--- src/rtl/muldiv_sequencer.sv ---
`default_nettype none
// ============================================================================
// Module   : muldiv_sequencer
// Purpose  : Iterative signed shift-add multiply / restoring divide for the
//            ALU MUL and DIV opcodes; the {HI,LO} result is held on C_reg.
// Option   : MULDIV_EARLY_EXIT_EN - MUL finishes once the multiplier bits
//            still to be consumed are all zero.
// Revision : 1.0 - initial release
// ============================================================================
module muldiv_sequencer #(
  parameter int         WIDTH  = 32,
  parameter logic [4:0] OP_MUL = 5'b01110,
  parameter logic [4:0] OP_DIV = 5'b01111
) (
  input  logic               clk,
  input  logic               clear,
  input  logic               start,
  input  logic [4:0]         opcode,
  input  logic [WIDTH-1:0]   A,
  input  logic [WIDTH-1:0]   B,
  output logic               busy,
  output logic               done,
  output logic               div_by_zero,
  output logic [2*WIDTH-1:0] C_reg
);

  localparam int CW = $clog2(WIDTH + 1);

  typedef enum logic [2:0] {
    S_IDLE = 3'd0,
    S_MUL  = 3'd1,
    S_DIV  = 3'd2,
    S_FIX  = 3'd3,
    S_DONE = 3'd4
  } state_t;

  state_t             state, state_nxt;
  logic [CW-1:0]      cnt, cnt_nxt;
  logic [2*WIDTH-1:0] acc, acc_nxt;
  logic [WIDTH-1:0]   opnd, opnd_nxt;
  logic               is_div, is_div_nxt;
  logic               sign_q, sign_q_nxt;
  logic               sign_r, sign_r_nxt;
  logic               dz, dz_nxt;
  logic [2*WIDTH-1:0] c_nxt;
  logic               dbz_nxt;
  logic               done_nxt;

  logic [WIDTH-1:0]   a_mag, b_mag;
  logic [WIDTH:0]     mul_sum, div_diff;
  logic [2*WIDTH-1:0] mul_shift, div_step, fix_result;
  logic [WIDTH-1:0]   quo_fix, rem_fix;
  logic               last_iter;

`ifdef MULDIV_EARLY_EXIT_EN
  logic [WIDTH-1:0]   mplr, mplr_nxt;
`endif

  assign a_mag     = A[WIDTH-1] ? -A : A;
  assign b_mag     = B[WIDTH-1] ? -B : B;
  assign last_iter = (cnt == CW'(WIDTH - 1));

  // Multiplier lives in acc low half; upper half accumulates with carry-out.
  assign mul_sum   = acc[0] ? ({1'b0, acc[2*WIDTH-1:WIDTH]} + {1'b0, opnd})
                            : {1'b0, acc[2*WIDTH-1:WIDTH]};
  assign mul_shift = {mul_sum, acc[WIDTH-1:1]};

  // {rem,quo} in acc; trial-subtract the shifted remainder.
  assign div_diff  = acc[2*WIDTH-1:WIDTH-1] - {1'b0, opnd};
  assign div_step  = div_diff[WIDTH] ? {acc[2*WIDTH-2:0], 1'b0}
                                     : {div_diff[WIDTH-1:0], acc[WIDTH-2:0], 1'b1};

  assign quo_fix    = sign_q ? -acc[WIDTH-1:0] : acc[WIDTH-1:0];
  assign rem_fix    = sign_r ? -acc[2*WIDTH-1:WIDTH] : acc[2*WIDTH-1:WIDTH];
  // Zero-divisor DIV preloads acc with {A, all-ones}, so it passes straight through.
  assign fix_result = !is_div ? (sign_q ? -acc : acc)
                    : (dz ? acc : {rem_fix, quo_fix});

  always_ff @(posedge clk) begin
    if (clear) begin
      state       <= S_IDLE;
      cnt         <= '0;
      acc         <= '0;
      opnd        <= '0;
      is_div      <= 1'b0;
      sign_q      <= 1'b0;
      sign_r      <= 1'b0;
      dz          <= 1'b0;
      C_reg       <= '0;
      div_by_zero <= 1'b0;
      done        <= 1'b0;
`ifdef MULDIV_EARLY_EXIT_EN
      mplr        <= '0;
`endif
    end else begin
      state       <= state_nxt;
      cnt         <= cnt_nxt;
      acc         <= acc_nxt;
      opnd        <= opnd_nxt;
      is_div      <= is_div_nxt;
      sign_q      <= sign_q_nxt;
      sign_r      <= sign_r_nxt;
      dz          <= dz_nxt;
      C_reg       <= c_nxt;
      div_by_zero <= dbz_nxt;
      done        <= done_nxt;
`ifdef MULDIV_EARLY_EXIT_EN
      mplr        <= mplr_nxt;
`endif
    end
  end

  always_comb begin
    state_nxt  = state;
    cnt_nxt    = cnt;
    acc_nxt    = acc;
    opnd_nxt   = opnd;
    is_div_nxt = is_div;
    sign_q_nxt = sign_q;
    sign_r_nxt = sign_r;
    dz_nxt     = dz;
    c_nxt      = C_reg;
    dbz_nxt    = div_by_zero;
    done_nxt   = 1'b0;
    busy       = 1'b0;
`ifdef MULDIV_EARLY_EXIT_EN
    mplr_nxt   = mplr;
`endif

    case (state)
      S_IDLE: begin
        if (start && opcode == OP_MUL) begin
          state_nxt  = S_MUL;
          cnt_nxt    = '0;
          acc_nxt    = {{WIDTH{1'b0}}, b_mag};
          opnd_nxt   = a_mag;
          is_div_nxt = 1'b0;
          sign_q_nxt = A[WIDTH-1] ^ B[WIDTH-1];
          sign_r_nxt = 1'b0;
          dz_nxt     = 1'b0;
`ifdef MULDIV_EARLY_EXIT_EN
          mplr_nxt   = b_mag;
`endif
        end else if (start && opcode == OP_DIV) begin
          state_nxt  = S_DIV;
          cnt_nxt    = '0;
          opnd_nxt   = b_mag;
          is_div_nxt = 1'b1;
          sign_q_nxt = A[WIDTH-1] ^ B[WIDTH-1];
          sign_r_nxt = A[WIDTH-1];
          dz_nxt     = (B == '0);
          acc_nxt    = (B == '0) ? {A, {WIDTH{1'b1}}} : {{WIDTH{1'b0}}, a_mag};
        end
      end
      S_MUL: begin
        busy    = 1'b1;
        acc_nxt = mul_shift;
        cnt_nxt = cnt + CW'(1);
        if (last_iter) state_nxt = S_FIX;
`ifdef MULDIV_EARLY_EXIT_EN
        mplr_nxt = mplr >> 1;
        if (mplr_nxt == '0) begin
          acc_nxt   = mul_shift >> (CW'(WIDTH - 1) - cnt);
          state_nxt = S_FIX;
        end
`endif
      end
      S_DIV: begin
        busy = 1'b1;
        if (dz) begin
          state_nxt = S_FIX;
        end else begin
          acc_nxt = div_step;
          cnt_nxt = cnt + CW'(1);
          if (last_iter) state_nxt = S_FIX;
        end
      end
      S_FIX: begin
        busy      = 1'b1;
        c_nxt     = fix_result;
        dbz_nxt   = is_div & dz;
        state_nxt = S_DONE;
      end
      S_DONE: begin
        // done is registered out of DONE so the pulse comes straight from a flop.
        done_nxt  = 1'b1;
        state_nxt = S_IDLE;
      end
      default: state_nxt = S_IDLE;
    endcase
  end

endmodule
`default_nettype wire
--- config.mk ---
export PLATFORM = sky130hd
export DESIGN_NAME = muldiv_sequencer
export DESIGN_NICKNAME = d
export VERILOG_FILES = /design/src/rtl/muldiv_sequencer.sv
export SDC_FILE = /design/constraint.sdc
export NUM_CORES = 1
export LEC_CHECK = 0
export CAP_MARGIN = 40
export CORE_ASPECT_RATIO = 2
export CORE_MARGIN = 2
export CORE_UTILIZATION = 53
export CTS_CLUSTER_SIZE = 28
export DETAILED_ROUTE_END_ITERATION = 8
export PLACE_DENSITY = 0.83
export SETUP_SLACK_MARGIN = 0.1
export SYNTH_ARGS = -nofsm -noshare
export SYNTH_HDL_FRONTEND = slang
export SYNTH_SLANG_ARGS = --single-unit
--- constraint.sdc ---
create_clock -name clk -period 3.5 [get_ports clk]
set_clock_uncertainty 0.2 [all_clocks]
set_input_delay 0.525 -clock clk [delete_from_list [all_inputs] [get_ports clk]]
set_output_delay 0.525 -clock clk [all_outputs]
set_load 0.01 [all_outputs]
==> flow_summary.yaml <==
run_status:
  outcome: "complete, no violations"
synth:
  ys_ff_latch: 175
  yosys.area.top_type: "dfxtp_1"
  synth-edff-count: 0
  synth_top_area_share: 0.244
  synth_nets: 2039
  synthFlopType: "dfxtp_1"
  ys_seq_area_frac: 0.244
  avgSynthCellArea_um2: 7.58
  synthTopCellsByArea: "dfxtp_1, a21oi_1, ha_1, o21ai_0, xor2_1"
  yosys_warnings: 0
  synth_cell_types: 78
  synth_area_um2: 14400
  syn_inst: 1896
  async_reset_ff_frac: 0
timing:
  min_period_ns: 3.44
  tightest_slew_ns: 0.850
  rsz0062_at_grt: "true"
  period_share: 0.982
  setup_viol: 0
  slew_headroom: 0.433
  fmax_ghz: 0.291
  finalSetupTns_ns: 0
  slew_violations: 0
  hold_ws_ns: 0.172
  hold_violations: 0
grt:
  busiest_layer: "met2"
  use_met3: 0.0674
  gr-usage-met1: 0.418
  grt_overflow: 0
  gr-usage-all-layers: 0.413
  use_met2: 0.697
  antenna_found_initial: 2
  grt_pass1_wl_um: 90500
  grt_pass1_vias: 16500
  grt_max_degree: 158
setup_path:
  crit_chain: "inv_1 > ha_4 > o211ai_1 > a21oi_4 > o211a_4 > o211a_4 > o2111a_2 > nor4_4 > buf_6 > buf_12 > buf_6 > mux2_2 > a21oi_2 > nor3_1"
  end_kind: "register"
  cp_top_family: "compound AO/OA/AOI/OAI gates"
  critPathBufInv: 4
  reg2reg_slack_ns: 0.06
  cp.arrival_ns: 3.56
  cp.required_ns: 3.63
  critPathKind: "register to register"
  crit_fanout: 8
  cpPeakStageDelay_ns: 0.38
  start_kind: "register"
  cp_slowest_cell: "dfxtp_2"
placed_design:
  place.gp.congestion: 1.04
  port_buffers: 138
  place_hpwl_um: 45900
clocking:
  cts_buffer_depth: 2
  h-tree-depth: 4
  cts_hold_buf: 0
  numCtsBuffers: 17
  insertion_delay_ns: 0.47
  cts.sinks: 175
  cts_tree: "done"
  path_clk_slew_ns: 0.08
  root_buffer: "clkbuf_16"
route:
  viasPerCell: 6.58
  num_vias: 16700
  drtIter0Drc: 1756
  first_pass_iters: 6
  drt-total-wl_um: 60100
  remaining_drc_errors: 0
  avgRoutedWirePerCell_um: 23.7
  antenna_left: 0
layout:
  synthToLayoutAreaGrowth_pct: 30.2
  finalNetCount: 2318
  fillers: 2240
  layout_commonest_cell: "buf_4"
  regArea_um2: 3510
  multi_input_area_um2: 10400
  layout-drive-gt1-share: 0.181
  final_cell_mix: "buf_4, nor2_1, dfxtp_1, a21oi_1, o21ai_0"
floorplan:
  core_um2: 26800
  io_pins: 139
  rows: 85
  dieWidth_um: 120
  dieHeight_um: 237
  start_util: 0.537
  dieArea_um2: 28500
run:
  drv_cap: 0
min_path:
  hold_class: "primary input to register"
pwr:
  power_density_nw_per_um2: 342
  p_leak_uw: 0.00740
  peakVddDrop_uv: 403
-- worst min-delay path: stages --
cell and delay, ns:
buf_4 0.10, inv_1 0.06, o21ai_0 0.07, a21oi_1 0.05
-- power by group --
part	leakage, µW	internal [µW]	switching, µW
Combinational	0.00569	1050	1250
Clock	0.000283	1020	986
Sequential	0.00142	2030	65.2
Total	0.00740	4100	2300
-- per-layer routing --
layer	part of all wire	wire (µm)
met2	0.49	29300
met5	0	0
met1	0.34	20200
met3	0.064	3830
met4	0.11	6840
-- final timing paths --
path                                              from                      to  depth (start not counted)
worst min-delay path                             clear  C_reg[34]$_SDFFE_PP0N_                          4
worst max-delay path              opnd[3]$_SDFFE_PP0P_    acc[43]$_SDFFE_PP0P_                         14
worst max register to register    opnd[3]$_SDFFE_PP0P_    acc[43]$_SDFFE_PP0P_                         14
worst min register to register  C_reg[46]$_SDFFE_PP0N_  C_reg[46]$_SDFFE_PP0N_                          2
-- cell type report --
class                   count  area share
diodes                      2    0.000267
clock buffers              18      0.0229
clock inverters            14     0.00922
inverters                  65      0.0130
multi-input cells        1515       0.556
flip-flops and latches    175       0.188
well taps                 348      0.0233
repair buffers            401       0.187
-- cell families after synthesis --
kind of cell | count (synthesis) | synth area share
compound gates | 695 | 0.327
xor+xnor | 160 | 0.0975
fa+ha+maj | 71 | 0.0628
buf+inv | 206 | 0.0567
flops | 175 | 0.244
mux | 33 | 0.0239
simple gates | 556 | 0.189
-- synthesized netlist by cell type (11+ instances only) --
cell type / count
mux2i_1: 22
or3_1: 21
a21o_1: 28
nor2_1: 180
nand2b_1: 19
xnor2_1: 72
inv_1: 63
o41ai_1: 19
nand2_1: 134
nor3_1: 45
o221ai_1: 36
or4_1: 16
a31oi_1: 23
o21ai_0: 161
a211oi_1: 50
and3_1: 14
a21oi_1: 174
nor2b_1: 14
o31ai_1: 28
clkbuf_1: 124
nor4_1: 17
mux2_2: 11
dfxtp_1: 175
ha_1: 69
a221oi_1: 42
nand4_1: 19
a221o_1: 41
o211ai_1: 12
xor2_1: 88
nand3_1: 38
-- timing repair --
| item | 4_1_cts | 5_1_grt |
|---|---|---|
| gates cloned | 1 | 0 |
| buffers inserted | 6 | 11 |
| pin swaps | 6 | 21 |
| resized for setup | 24 | 51 |
| setup endpoints to repair | 31 | 38 |
-- per-stage QoR --
stage                util  cell area [µm²]  setup slack (ns)  std cells  power (µW)
detailed placement  0.657            17600            -0.415       2486        4120
finish              0.698            18700            0.0642       2538        6410
global placement    0.656            17600            -0.402       2485        4090
floorplan               -            14400             0.162       1896        3330
global route        0.698            18700            0.0152       2538        6630
CTS                 0.686            18400             0.107       2525        6220
Power figures use the tool's default switching activity.
